===== src/rtl/key_voice_pkg.sv =====
// Shared types and helpers for the key-to-voice allocator.
// Defaults here match the default build of key_voice_allocator.
package key_voice_pkg;

    localparam int MAX_VOICES      = 8;
    localparam int DEF_NUM_KEYS    = 32;
    localparam int DEF_RELEASE_CYC = 1024;
    localparam int KW              = $clog2(DEF_NUM_KEYS);
    localparam int RC_W            = $clog2(DEF_RELEASE_CYC + 1);

    typedef enum logic [1:0] {
        FREE    = 2'd0,
        ACTIVE  = 2'd1,
        RELEASE = 2'd2
    } voice_state_e;

    typedef struct packed {
        logic       found;
        logic [2:0] idx;
    } lowest_t;

    function automatic lowest_t lowest_set(input logic [MAX_VOICES-1:0] vec);
        lowest_t res;
        res = '0;
        for (int i = MAX_VOICES - 1; i >= 0; i--) begin
            if (vec[i]) begin
                res.found = 1'b1;
                res.idx   = 3'(i);
            end
        end
        return res;
    endfunction

    function automatic logic [MAX_VOICES-1:0] to_onehot(input lowest_t sel);
        return sel.found ? (MAX_VOICES'(1) << sel.idx) : '0;
    endfunction

endpackage


===== src/rtl/key_voice_allocator_slot.sv =====
// One voice slot: state, held key, release tail counter and optional recency rank.
// The rank exists only when KEY_VOICE_ALLOCATOR_STEAL_EN is defined.
module voice_slot
    import key_voice_pkg::*;
#(
`ifdef KEY_VOICE_ALLOCATOR_STEAL_EN
    parameter int RANK_W      = 2,
    parameter int RANK_INIT   = 0,
`endif
    parameter int KEY_W       = KW,
    parameter int CNT_W       = RC_W,
    parameter int RELEASE_CYC = DEF_RELEASE_CYC
) (
    input  logic               i_clk,
    input  logic               i_rst_n,
    input  logic               i_alloc,
    input  logic               i_release,
    input  logic [KEY_W-1:0]   i_key,
`ifdef KEY_VOICE_ALLOCATOR_STEAL_EN
    input  logic               i_alloc_any,
    input  logic [RANK_W-1:0]  i_alloc_rank,
    output logic [RANK_W-1:0]  o_rank,
`endif
    output voice_state_e       o_state,
    output logic               o_gate,
    output logic               o_active,
    output logic               o_note_on,
    output logic [KEY_W-1:0]   o_key
);

    voice_state_e       r_state;
    logic [KEY_W-1:0]   r_key;
    logic [CNT_W-1:0]   r_cnt;
    logic               r_note_on;

    // NOTE: state registers use non-blocking assignments so every slot samples
    // the same pre-edge values, regardless of evaluation order.
    always_ff @(posedge i_clk or negedge i_rst_n) begin
        if (!i_rst_n) begin
            r_state   <= FREE;
            r_key     <= '0;
            r_cnt     <= '0;
            r_note_on <= 1'b0;
        end else begin
            r_note_on <= i_alloc;
            // Allocation outranks an expiring tail, so a retrigger never loses the voice.
            if (i_alloc) begin
                r_state <= ACTIVE;
                r_key   <= i_key;
                r_cnt   <= '0;
            end else if (i_release) begin
                r_state <= RELEASE;
                r_cnt   <= CNT_W'(RELEASE_CYC - 1);
            end else if (r_state == RELEASE) begin
                if (r_cnt == '0) r_state <= FREE;
                else             r_cnt   <= r_cnt - 1'b1;
            end
        end
    end

`ifdef KEY_VOICE_ALLOCATOR_STEAL_EN
    logic [RANK_W-1:0] r_rank;

    // Ranks start as a permutation so exactly one voice is always the oldest.
    always_ff @(posedge i_clk or negedge i_rst_n) begin
        if (!i_rst_n)                                        r_rank <= RANK_W'(RANK_INIT);
        else if (i_alloc)                                    r_rank <= '0;
        else if (i_alloc_any && (r_rank < i_alloc_rank))     r_rank <= r_rank + 1'b1;
    end

    assign o_rank = r_rank;
`endif

    assign o_state   = r_state;
    assign o_gate    = (r_state == ACTIVE);
    assign o_active  = (r_state != FREE);
    assign o_note_on = r_note_on;
    assign o_key     = r_key;

endmodule


===== src/rtl/key_voice_allocator.sv =====
// Polyphonic voice scheduler: scans the key-held vector, allocates/releases voices.
// Define KEY_VOICE_ALLOCATOR_STEAL_EN to steal the oldest voice instead of dropping presses.
module key_voice_allocator
    import key_voice_pkg::*;
#(
    parameter int NUM_VOICES  = 4,
    parameter int NUM_KEYS    = DEF_NUM_KEYS,
    parameter int RELEASE_CYC = DEF_RELEASE_CYC
) (
    input  logic                                  i_clk,
    input  logic                                  i_rst_n,
    input  logic [NUM_KEYS-1:0]                   i_key,
    output logic [NUM_VOICES*$clog2(NUM_KEYS)-1:0] o_voice_key,
    output logic [NUM_VOICES-1:0]                 o_voice_gate,
    output logic [NUM_VOICES-1:0]                 o_voice_active,
    output logic [NUM_VOICES-1:0]                 o_note_on,
    output logic [7:0]                            o_drop_cnt
);

    localparam int KEY_W = $clog2(NUM_KEYS);
    localparam int CNT_W = $clog2(RELEASE_CYC + 1);

    logic [NUM_KEYS-1:0]   r_seen;
    logic [KEY_W-1:0]      r_ptr;
    logic [7:0]            r_drop_cnt;

    voice_state_e          w_state [NUM_VOICES];
    logic [KEY_W-1:0]      w_key   [NUM_VOICES];
    logic [NUM_VOICES-1:0] w_free_vec, w_rel_vec, w_hold_vec;
    logic [NUM_VOICES-1:0] w_alloc, w_release;
    lowest_t               w_lf, w_lr, w_lh;
    logic                  w_press, w_unpress, w_drop;

`ifdef KEY_VOICE_ALLOCATOR_STEAL_EN
    localparam int RANK_W = (NUM_VOICES > 1) ? $clog2(NUM_VOICES) : 1;
    logic [RANK_W-1:0]     w_rank [NUM_VOICES];
    logic [RANK_W-1:0]     w_alloc_rank;
    logic [NUM_VOICES-1:0] w_steal_vec;
`endif

    // NOTE: every combinational output gets a default first so no path can infer a latch.
    always_comb begin
        w_free_vec = '0;
        w_rel_vec  = '0;
        w_hold_vec = '0;
        for (int v = 0; v < NUM_VOICES; v++) begin
            w_free_vec[v] = (w_state[v] == FREE);
            w_rel_vec[v]  = (w_state[v] == RELEASE);
            w_hold_vec[v] = (w_state[v] == ACTIVE) && (w_key[v] == r_ptr);
        end
        w_lf      = lowest_set(MAX_VOICES'(w_free_vec));
        w_lr      = lowest_set(MAX_VOICES'(w_rel_vec));
        w_lh      = lowest_set(MAX_VOICES'(w_hold_vec));
        w_press   =  i_key[r_ptr] & ~r_seen[r_ptr];
        w_unpress = ~i_key[r_ptr] &  r_seen[r_ptr];
        w_alloc   = '0;
        w_release = '0;
        w_drop    = 1'b0;
        if (w_press) begin
            if (w_lf.found)      w_alloc = NUM_VOICES'(to_onehot(w_lf));
            else if (w_lr.found) w_alloc = NUM_VOICES'(to_onehot(w_lr));
            else begin
`ifdef KEY_VOICE_ALLOCATOR_STEAL_EN
                w_alloc = w_steal_vec;
`else
                w_drop  = 1'b1;
`endif
            end
        end
        if (w_unpress) w_release = NUM_VOICES'(to_onehot(w_lh));
    end

`ifdef KEY_VOICE_ALLOCATOR_STEAL_EN
    always_comb begin
        w_steal_vec  = '0;
        w_alloc_rank = '0;
        for (int v = 0; v < NUM_VOICES; v++) begin
            w_steal_vec[v] = (w_rank[v] == RANK_W'(NUM_VOICES - 1));
            if (w_alloc[v]) w_alloc_rank = w_alloc_rank | w_rank[v];
        end
    end
`endif

    // NOTE: only control state is reset here; no memories exist that would need clearing.
    always_ff @(posedge i_clk or negedge i_rst_n) begin
        if (!i_rst_n) begin
            r_seen     <= '0;
            r_ptr      <= '0;
            r_drop_cnt <= '0;
        end else begin
            r_ptr <= (r_ptr == KEY_W'(NUM_KEYS - 1)) ? '0 : r_ptr + 1'b1;
            // A dropped press is still marked seen so it is not retried every scan.
            if (w_press || w_unpress) r_seen[r_ptr] <= w_press;
            if (w_drop && (r_drop_cnt != 8'hFF)) r_drop_cnt <= r_drop_cnt + 8'd1;
        end
    end

    for (genvar v = 0; v < NUM_VOICES; v++) begin : g_voice
        voice_slot #(
`ifdef KEY_VOICE_ALLOCATOR_STEAL_EN
            .RANK_W      (RANK_W),
            .RANK_INIT   (v),
`endif
            .KEY_W       (KEY_W),
            .CNT_W       (CNT_W),
            .RELEASE_CYC (RELEASE_CYC)
        ) u_slot (
            .i_clk        (i_clk),
            .i_rst_n      (i_rst_n),
            .i_alloc      (w_alloc[v]),
            .i_release    (w_release[v]),
            .i_key        (r_ptr),
`ifdef KEY_VOICE_ALLOCATOR_STEAL_EN
            .i_alloc_any  (|w_alloc),
            .i_alloc_rank (w_alloc_rank),
            .o_rank       (w_rank[v]),
`endif
            .o_state      (w_state[v]),
            .o_gate       (o_voice_gate[v]),
            .o_active     (o_voice_active[v]),
            .o_note_on    (o_note_on[v]),
            .o_key        (w_key[v])
        );
        assign o_voice_key[v*KEY_W +: KEY_W] = w_key[v];
    end

    assign o_drop_cnt = r_drop_cnt;

endmodule

===== config.mk =====
export PLATFORM = sky130hd
export DESIGN_NAME = key_voice_allocator
export DESIGN_NICKNAME = d
export VERILOG_FILES = /design/src/rtl/key_voice_pkg.sv /design/src/rtl/key_voice_allocator_slot.sv /design/src/rtl/key_voice_allocator.sv
export SDC_FILE = /design/constraint.sdc
export NUM_CORES = 1
export LEC_CHECK = 0
export BUFFER_PORTS_ARGS = -buffer_cell sky130_fd_sc_hd__buf_4
export CAP_MARGIN = 40
export CELL_PAD_IN_SITES_DETAIL_PLACEMENT = 1
export CELL_PAD_IN_SITES_GLOBAL_PLACEMENT = 2
export CORE_ASPECT_RATIO = 1.5
export CORE_MARGIN = 3
export CORE_UTILIZATION = 39
export CTS_CLUSTER_DIAMETER = 120
export DETAILED_ROUTE_END_ITERATION = 12
export PLACE_DENSITY = 0.8
export SLEW_MARGIN = 20
export SYNTH_ARGS = -nofsm -noshare
export SYNTH_HDL_FRONTEND = slang
export SYNTH_SLANG_ARGS = --single-unit

===== constraint.sdc =====
create_clock -name i_clk -period 4.38 [get_ports i_clk]
set_input_delay 0.876 -clock i_clk [delete_from_list [all_inputs] [get_ports i_clk]]
set_output_delay 0.876 -clock i_clk [all_outputs]
set_load 0.02 [all_outputs]

==> flow_summary_export.csv, run 1 <==
group,metric,value,unit
run_status,status,"complete, no violations",
floorplanning,die_w,112,um
worst_setup_path,cp-end-kind,"flop",
global_route,grt_max_degree,67,
timing,rsz0062_at_grt,"false",
synth,yosysSeqAreaShare,45.8,%
worst_setup_path,critPathTopFamily,"simple AND/OR/NAND/NOR gates",
synth,synth_area_per_cell,10.9,sq um
worst_setup_path,cp_common_cell,"buf_4",
worst_setup_path,worst_setup_path_start_kind,"flop",
power_and_ir_drop,power,4.86,mW
worst_setup_path,required,4670,ps
layout,antenna-diode-count,0,
timing,slew_violations,0,
cts,clock_sinks,121,
worst_setup_path,path_buf_inv,3,
timing,min_period,3730,ps
worst_setup_path,crit_type,"reg2reg",
worst_hold_path,hold_class,"in2async",
power_and_ir_drop,power_leakage,3.43,nW
timing,whs,487,ps
timing,skew,10.3,ps
detailed_routing,drc,0,
placement,portBuffers,73,
floorplanning,io_pins,74,
cts,clock_latency,410,ps
detailed_routing,antenna_left,0,
synth,ys_ff_latch,121,
worst_setup_path,ff2ff_setup_slack,650,ps
synth,syn_inst,606,
synth,synth_top_family_by_area,"simple AND/OR/NAND/NOR gates",
synth,netlist_area,0.00661,sq mm
global_route,antenna_found_initial,0,
synth,ys_types,57,
floorplanning,start_util,40.3,%
layout,area_growth,19.4,%
placement,place.gp.congestion,0.751,
global_route,grt_pass1_wl,28300,um
synth,ys_warn_count,0,
cts,cts-buffers-inserted,17,
detailed_routing,drt_iter0_drc,155,
worst_setup_path,critPathSlowestCell,"and3b_1",
timing,max_freq,0.268,GHz
detailed_routing,drt_first_pass_iters,4,
run,maxCapViolCount,0,
placement,place_hpwl,12500,um
timing,max_slew.worst_pin.slew,861,ps
synth,synthMuxAreaShare,14.8,%
timing,setup_viol,0,
synth,yosys.area_share.adder,2.27,%
cts,cts_root_buf,"clkbuf_16",
cts,cts_tree,"yes",
floorplanning,core_region_area,0.0164,sq mm
synth,syn-num-nets,652,
cts,ctsLongestPathBuffers,2,
detailed_routing,wl_per_cell,19.2,um
floorplanning,die_h,165,um
cts,clk_pin_slew,60,ps
synth,synthFlopType,"dfrtp_1",
global_route,grt_overflow,0,
synth,synth_xor_area_share,7.29,%
synth,synth.largest_area_cell,"dfrtp_1",
synth,synth.top_cell.area_share,45.8,%
synth,synth_edf_count,0,
worst_setup_path,critPathMaxFanout,33,
cts,h-tree-depth,4,
synth,synth_compound_area_share,8.61,%
timing,final.setup.tns,0,ps
global_route,grtUsageTotal,19.3,%
global_route,grt_pass1_vias,5534,
floorplanning,fp-row-count,57,
layout,final_layout_size_suffix_gt1_share,29.5,%
worst_setup_path,reg2reg_from,"r_ptr[0]",
synth,synthSimpleGateAreaFrac,16.4,%
cts,post_cts_buffers,0,
synth,synth.area.top_cells,"dfrtp_1 (46%), mux2_2 (9.0%), mux4_2 (5.5%)",
timing,period_share,85.2,%
detailed_routing,num_vias,4926,
synth,synth-async-reset-ratio,100,%
worst_setup_path,arrival,4020,ps
power_and_ir_drop,powerDensity,616,mW/mm^2
cts,ctsResizeCount,0,
layout,fin_nets,723,
worst_setup_path,path_cells,"buf_4, mux4_2, inv_1, o22ai_1, nor4_2, ha_1, buf_4, and3b_1, mux2_2",
cts,postCtsHoldBufs,0,
detailed_routing,routed_wl,17200,um
power_and_ir_drop,ir_worst_vdd,313,uV
worst_setup_path,slowest_delay,730,ps
timing,finalHoldViolCount,0,
timing,slew_headroom,42.5,%
worst_setup_path,cp-startpoint,"r_ptr[0]",
detailed_routing,viasPerCell,5.50,
floorplanning,die-area,0.0186,sq mm
[per-stage QoR]
stage	utilization, %	instance area [sq um]	worst slack, ps	instances
2_1_floorplan	-	6610	1010	606
3_3_place_gp	44.6	7310	757	861
3_5_place_dp	44.6	7310	650	861
4_1_cts	47.9	7860	568	892
5_1_grt	48.1	7890	317	895
6_report	48.1	7890	649	895
[worst register-to-register path, delay by kind of cell (launching register included)]
| kind | cells | cell delay [ps] |
|---|---|---|
| fa+ha+maj | 1 | 240 |
| buf+inv | 3 | 670 |
| compound gates | 1 | 90 |
| mux | 2 | 940 |
| flops | 1 | 630 |
| simple gates | 2 | 1050 |
[where the power goes]
group	internal, mW	switching, mW	total (mW)
logic	0.786	0.919	1.71
registers	1.44	0.419	1.86
clock network	0.790	0.507	1.30
[layer usage]
metal  vias to the layer above  wire (um)  GRT usage (%)
li1                       2282          -              -
met1                      2535       7120           21.4
met3                        19        452           3.97
met4                         0        257           5.85
met2                        90       9360           36.7
met5                         -          0              0
[path summary, 6_finish.rpt]
check | end | cells after the start
max in group asynchronous | g_voice[2].u_slot.r_cnt[3] | 2
min | g_voice[2].u_slot.o_note_on | 2
min in group i_clk | o_drop_cnt[4] | 1
max reg2reg | g_voice[0].u_slot.o_key[4] | 9
max | g_voice[0].u_slot.o_key[4] | 9
min reg2reg | o_drop_cnt[4] | 1
[registers in the layout, summed over array words and instances (netlist names)]
| signal | cells |
|---|---|
| o_drop_cnt | 8 |
| g_voice.u_slot.o_note_on | 4 |
| g_voice.u_slot.o_key | 20 |
| r_ptr | 5 |
| g_voice.u_slot.o_state | 8 |
| r_seen | 32 |
| g_voice.u_slot.r_cnt | 44 |
[logic make-up after synthesis]
group	Yosys count
multiplexers	71
AND/OR/NAND/NOR	199
XOR/XNOR	55
AO/OA/AOI/OAI	85
flip-flops	121
adder cells (fa/ha/maj)	12
buffers and inverters	63
[final cells by class]
cell class,instances,area [sq um]
clock buffers,20,447
well taps,206,258
repair buffers,90,703
fillers,1826,8510
inverters,25,93.8
multi-input cells,422,3260
clock inverters,11,101
flip-flops and latches,121,3030
[cells in the mapped netlist, types with 2 or more instances]
master     number
a2111oi_4       2
a211oi_1        2
a21o_1          4
a21oi_1        40
a22o_1          2
a31oi_1         9
and2_1          2
and3_1          8
buf_2          10
buf_4          17
clkbuf_1       10
dfrtp_1       121
ha_1           12
inv_1          25
mux2_2         53
mux2i_1         2
mux4_2         16
nand2_1        43
nand2b_1        7
nand3_1        10
nand3b_1        8
nand4_1        10
nand4bb_1       3
nor2_1         45
nor2b_1        11
nor3_1          8
nor3b_1         6
nor4_1         12
nor4_2          2
o21ai_0        13
o22ai_1         4
or2_2           3
or3_1           7
or4_1           3
xnor2_1        22
xor2_1         33
[placed cells by master, fill, tap and decap left out, drive strengths merged, types with 9 or more instances in the layout]
master  count
nand4      10
ha         12
o21ai      14
mux2       53
nand3      11
dfrtp     121
a31oi       9
xnor2      22
nor4       14
nand2      43
nor2       45
clkbuf     22
mux4       16
buf        88
xor2       33
a21oi      40
inv        25
nor2b      11
Note: power is estimated with default switching activity, not from simulation.
==> run 2: changes to the inputs <==
--- a/config.mk
+++ b/config.mk
@@ -11,10 +11,10 @@
 export CELL_PAD_IN_SITES_GLOBAL_PLACEMENT = 2
 export CORE_ASPECT_RATIO = 1.5
 export CORE_MARGIN = 3
-export CORE_UTILIZATION = 39
+export CORE_UTILIZATION = 40
 export CTS_CLUSTER_DIAMETER = 120
 export DETAILED_ROUTE_END_ITERATION = 12
-export PLACE_DENSITY = 0.8
+export PLACE_DENSITY = 0.82
 export SLEW_MARGIN = 20
 export SYNTH_ARGS = -nofsm -noshare
 export SYNTH_HDL_FRONTEND = slang
==> constraint.sdc (replaced) <==
create_clock -name i_clk -period 4.3 [get_ports i_clk]
set_input_delay 0.86 -clock i_clk [delete_from_list [all_inputs] [get_ports i_clk]]
set_output_delay 0.86 -clock i_clk [all_outputs]
set_load 0.02 [all_outputs]
==> flow_summary_export.csv, run 2 (synthesis results as in run 1) <==
group,metric,value,unit
global_route,grtUsageTotal,19.2,%
detailed_routing,viasPerCell,5.53,
detailed_routing,routed_wl,17000,um
global_route,grt_pass1_vias,5408,
worst_setup_path,path_cells,"mux4_2, a22o_1, nor4_2, ha_1, buf_4, and3b_1, mux2_2",
cts,postCtsHoldBufs,0,
floorplanning,die-area,0.0181,sq mm
global_route,grtUsageMet1,22.1,%
cts,h-tree-depth,4,
floorplanning,die_h,163,um
cts,ctsResizeCount,0,
power_and_ir_drop,seq_power_share,36.7,%
cts,clock_latency,420,ps
global_route,antenna_found_initial,0,
worst_hold_path,hold_class,"in2async",
timing,period_share,84.9,%
timing,finalHoldViolCount,0,
detailed_routing,num_vias,4913,
worst_setup_path,worst_setup_path_start_kind,"flop",
worst_setup_path,required,4600,ps
timing,min_period,3650,ps
detailed_routing,drc,0,
layout,fin_nets,719,
layout,area_growth,19.7,%
worst_setup_path,path_buf_inv,1,
global_route,gr-usage-met2,35.6,%
timing,skew,10.9,ps
floorplanning,start_util,41.6,%
cts,ctsLongestPathBuffers,2,
layout,fill_cells,1753,
worst_setup_path,critPathSlowestCell,"dfrtp_1",
timing,max_slew.worst_pin.slew,863,ps
worst_setup_path,crit_type,"reg2reg",
global_route,top_usage_layer,"met2",
worst_setup_path,ff2ff_setup_slack,650,ps
detailed_routing,wl_per_cell,19.2,um
power_and_ir_drop,swShare,36.6,%
layout,regMostFlops,"g_voice.u_slot.r_cnt",
layout,mostFrequentLayoutCells,"dfrtp_1 (121), buf_4 (85), mux2_2 (53)",
worst_setup_path,reg2reg_to,"g_voice[0].u_slot.o_key[4]",
cts,post_cts_buffers,0,
power_and_ir_drop,power_switching,1.87,mW
cts,clk_pin_slew,60,ps
worst_setup_path,arrival,3950,ps
run_status,status,"complete, no violations",
global_route,grt_pass1_wl,27700,um
placement,place_hpwl,11900,um
worst_setup_path,reg2regPathDepth,7,
power_and_ir_drop,power_leakage,3.44,nW
placement,portBuffers,73,
layout,largest_reg_flops,44,
worst_setup_path,critPathTopFamily,"simple AND/OR/NAND/NOR gates",
detailed_routing,antenna_left,0,
detailed_routing,drt_first_pass_iters,5,
power_and_ir_drop,internal_power,3.24,mW
global_route,grt_overflow,0,
timing,final.setup.tns,0,ps
worst_setup_path,critPathMaxFanout,33,
timing,max_freq,0.274,GHz
placement,dp_cells,857,
floorplanning,die_w,111,um
timing,setup_viol,0,
global_route,use_met3,3.85,%
placement,place.gp.congestion,0.758,
floorplanning,fp-row-count,56,
layout,final_util,49.8,%
timing,slew_violations,0,
floorplanning,io_pins,74,
global_route,grt_max_degree,48,
power_and_ir_drop,clkPwrFrac,29.5,%
timing,rsz0062_at_grt,"false",
layout,final_layout_size_suffix_gt1_share,29.2,%
worst_setup_path,cp-end-kind,"flop",
power_and_ir_drop,pwr-share-comb,33.7,%
worst_setup_path,reg2reg_from,"r_ptr[1]",
power_and_ir_drop,ir_worst_vdd,284,uV
run,maxCapViolCount,0,
layout,antenna-diode-count,0,
timing,slew_headroom,41.9,%
cts,cts-buffers-inserted,17,
floorplanning,core_region_area,0.0159,sq mm
cts,cts_root_buf,"clkbuf_16",
detailed_routing,drt_iter0_drc,138,
cts,clock_sinks,121,
layout,layout_commonest_cell,"dfrtp_1",
worst_setup_path,slowest_delay,890,ps
power_and_ir_drop,powerDensity,646,mW/mm^2
cts,cts_tree,"yes",
layout,finalNonFillerCells,888,
==> run 2: worst max-delay path by stage <==
stage	slack, ps	depth (start not counted)	from	endpoint
after floorplan	930	11	r_ptr[0]	o_drop_cnt[1]
after global placement	590	7	r_ptr[1]	g_voice[2].u_slot.o_key[0]
after detailed placement	650	7	r_ptr[1]	g_voice[0].u_slot.o_key[4]
after CTS	640	7	r_ptr[1]	g_voice[0].u_slot.o_key[4]
after global routing	420	8	r_ptr[1]	g_voice[0].u_slot.o_key[2]
final	650	7	r_ptr[1]	g_voice[0].u_slot.o_key[4]
==> run 2: per-layer routing <==
metal  part of all wire (%)  vias to the layer above
li1                       -                     2272
met4                    1.7                        0
met5                      0                        -
met1                     41                     2523
met3                    3.1                       22
met2                     54                       96
==> run 2: stage by stage <==
step                power (mW)  hold slack (ps)  instance area, sq um  worst slack [ps]
floorplan                 3.02              473                  6610               925
global placement          3.54              483                  7290               589
detailed placement        3.61              495                  7300               652
CTS                       5.16              467                  7920               637
global route              5.42              488                  7920               420
finish                    5.11              451                  7920               650
==> run 2: final cells by class <==
cell class                 count  area (sq um)  share of cell area, %
clock buffer                  19           443                   5.60
clock inverter                12           175                   2.21
inverter                      25          93.8                   1.19
multi-input combinational    422          3260                   41.2
sequential                   121          3030                   38.3
tap                          203           254                   3.21
timing repair buffer          86           658                   8.31
==> run 2: power by group through the flow <==
stage	registers [mW]	clock network, mW	logic [mW]
CTS	1.88	1.53	1.75
global placement	1.86	0	1.67
detailed placement	1.89	0	1.72
global route	1.93	1.59	1.90
floorplan	1.91	0	1.11
finish	1.88	1.51	1.72
==> run 3: changes to the inputs <==
--- a/config.mk
+++ b/config.mk
@@ -11,10 +11,10 @@
 export CELL_PAD_IN_SITES_GLOBAL_PLACEMENT = 2
 export CORE_ASPECT_RATIO = 1.5
 export CORE_MARGIN = 3
-export CORE_UTILIZATION = 40
+export CORE_UTILIZATION = 35
 export CTS_CLUSTER_DIAMETER = 120
 export DETAILED_ROUTE_END_ITERATION = 12
-export PLACE_DENSITY = 0.82
+export PLACE_DENSITY = 0.76
 export SLEW_MARGIN = 20
 export SYNTH_ARGS = -nofsm -noshare
 export SYNTH_HDL_FRONTEND = slang
==> constraint.sdc (replaced) <==
create_clock -name i_clk -period 3.2 [get_ports i_clk]
set_input_delay 0.64 -clock i_clk [delete_from_list [all_inputs] [get_ports i_clk]]
set_output_delay 0.64 -clock i_clk [all_outputs]
set_load 0.02 [all_outputs]
==> flow_summary_export.csv, run 3 (synthesis results as in run 1) <==
group,metric,value,unit
run_status,status,"complete, no violations",
timing,slew_violations,0,
detailed_routing,topRoutingLayerUsed,"met4",
worst_setup_path,arrival,3350,ps
floorplanning,io_pins,74,
timing,slew_headroom,45.9,%
detailed_routing,met2_wirelength,9560,um
worst_setup_path,crit_type,"reg2reg",
placement,portBuffers,73,
power_and_ir_drop,ir_worst_vdd,430,uV
floorplanning,start_util,36.2,%
worst_setup_path,critPathMaxFanout,9,
floorplanning,die_w,118,um
detailed_routing,drt_first_pass_iters,4,
worst_setup_path,worst_setup_path_start_kind,"flop",
detailed_routing,antenna_left,0,
cts,cts-buffers-inserted,17,
layout,mostFrequentLayoutCells,"dfrtp_1 (120), buf_4 (109), mux2_2 (53)",
detailed_routing,wl_met3,592,um
run,maxCapViolCount,0,
worst_setup_path,required,3490,ps
timing,finalHoldViolCount,0,
layout,final_util,45.5,%
floorplanning,die_h,174,um
global_route,antenna_found_initial,0,
worst_setup_path,slowest_delay,500,ps
floorplanning,fp-row-count,60,
cts,clk_pin_slew,60,ps
layout,final_area,0.00830,sq mm
cts,cts_root_buf,"clkbuf_16",
worst_setup_path,critPathSlowestCell,"mux4_2",
layout,regMostFlops,"g_voice.u_slot.r_cnt",
layout,final_layout_size_suffix_gt1_share,33.5,%
placement,dp_cells,918,
timing,whs,338,ps
timing,max_freq,0.327,GHz
placement,place_hpwl,12300,um
detailed_routing,routed_wl,17400,um
detailed_routing,viasPerCell,5.24,
detailed_routing,wl_per_cell,18.1,um
cts,clock_sinks,121,
timing,skew,11.6,ps
timing,max_slew.worst_pin.slew,805,ps
worst_hold_path,hold_class,"in2async",
worst_setup_path,reg2regPathDepth,13,
cts,cts_tree,"yes",
global_route,grt_pass1_vias,5562,
floorplanning,die-area,0.0206,sq mm
cts,clock_latency,410,ps
timing,period_share,95.5,%
power_and_ir_drop,power_leakage,3.60,nW
layout,layout_commonest_cell,"dfrtp_1",
global_route,grtUsageTotal,17.0,%
placement,placed_area,0.00753,sq mm
layout,fill_cells,1976,
layout,largest_reg_flops,44,
timing,min_period,3060,ps
cts,postCtsHoldBufs,0,
worst_setup_path,path_cells,"buf_12, buf_16, mux4_2, inv_2, o22ai_2, nor4_4, ha_2, o21ai_2, nand4bb_4, a311oi_4, buf_4, nand4_1, xnor2_1",
detailed_routing,drc,0,
timing,rsz0062_at_grt,"true",
detailed_routing,wl_met1,6960,um
detailed_routing,num_vias,5052,
global_route,grt_overflow,0,
layout,fin_nets,750,
floorplanning,core_region_area,0.0182,sq mm
cts,ctsLongestPathBuffers,2,
layout,area_growth,25.5,%
global_route,grt_pass1_wl,28300,um
layout,antenna-diode-count,0,
global_route,grt_max_degree,122,
power_and_ir_drop,powerDensity,819,mW/mm^2
cts,h-tree-depth,4,
worst_setup_path,cp-end-kind,"flop",
detailed_routing,drt_iter0_drc,172,
timing,setup_viol,0,
layout,finalNonFillerCells,965,
placement,place.gp.congestion,0.772,
==> run 3: changes by cell type in the layout (fill, tap and decap cells not counted), sizes merged <==
cell / delta
inv: +1
clkinvlp: +3
buf: +30
bufinv: -2
==> run 3: through the flow <==
stage	power, mW	setup TNS (ps)	setup slack, ps
after floorplan	4.06	0	34.9
after global placement	4.83	0	36.8
after detailed placement	4.92	-81.9	-27.0
after CTS	6.86	0	21.5
after global routing	7.24	-27.2	-27.2
final	6.80	0	144
==> run 3: critical path: cells and delay by family (launching register included) <==
kind	cells	cell delay, ps
AOI/OAI and AO/OA	3	440
xor gates and xnor gates	1	170
adders and majority gates	1	240
buffers and inverters	4	560
DFF	1	370
muxes	1	500
and+or+nand+nor	3	660
==> run 3: final cells by class <==
type | instances | area [sq um] | share of cell area, %
Multi-Input combinational cell | 422 | 3310 | 39.9
Sequential cell | 121 | 3030 | 36.5
Timing Repair Buffer | 117 | 973 | 11.7
Clock buffer | 18 | 429 | 5.17
Tap cell | 248 | 310 | 3.74
Clock inverter | 14 | 150 | 1.81
Inverter | 25 | 93.8 | 1.13
==> run 3: worst paths after layout <==
path | end | slack [ps] | startpoint
worst max-delay path | o_drop_cnt[7] | 140 | r_ptr[0]
worst min-delay path | g_voice[1].u_slot.r_cnt[7] | 340 | i_rst_n
worst max register to register | o_drop_cnt[7] | 140 | r_ptr[0]
worst min register to register | o_drop_cnt[6] | 500 | o_drop_cnt[6]
max in group asynchronous | r_ptr[1] | 2320 | i_rst_n
min in group i_clk | o_drop_cnt[6] | 500 | o_drop_cnt[6]
==> run 3: metal layers <==
layer	track usage, %	vias up
met4	5.57	0
met5	0	-
met2	31.6	92
li1	-	2346
met3	3.68	17
met1	19.0	2597
==> run 3: power by group <==
part	switching, mW	leakage (nW)	total (mW)	internal [mW]
sequential	0.541	1.55	2.51	1.97
clock	0.724	0.265	1.87	1.15
combinational	1.29	1.79	2.41	1.13
==> run 3: repair_timing <==
item / CTS / global route
gates cloned: 0 / 1
pin swaps: 1 / 7
setup endpoints to repair: 6 / 29
buffers inserted: 1 / 13
gates resized for setup: 3 / 8
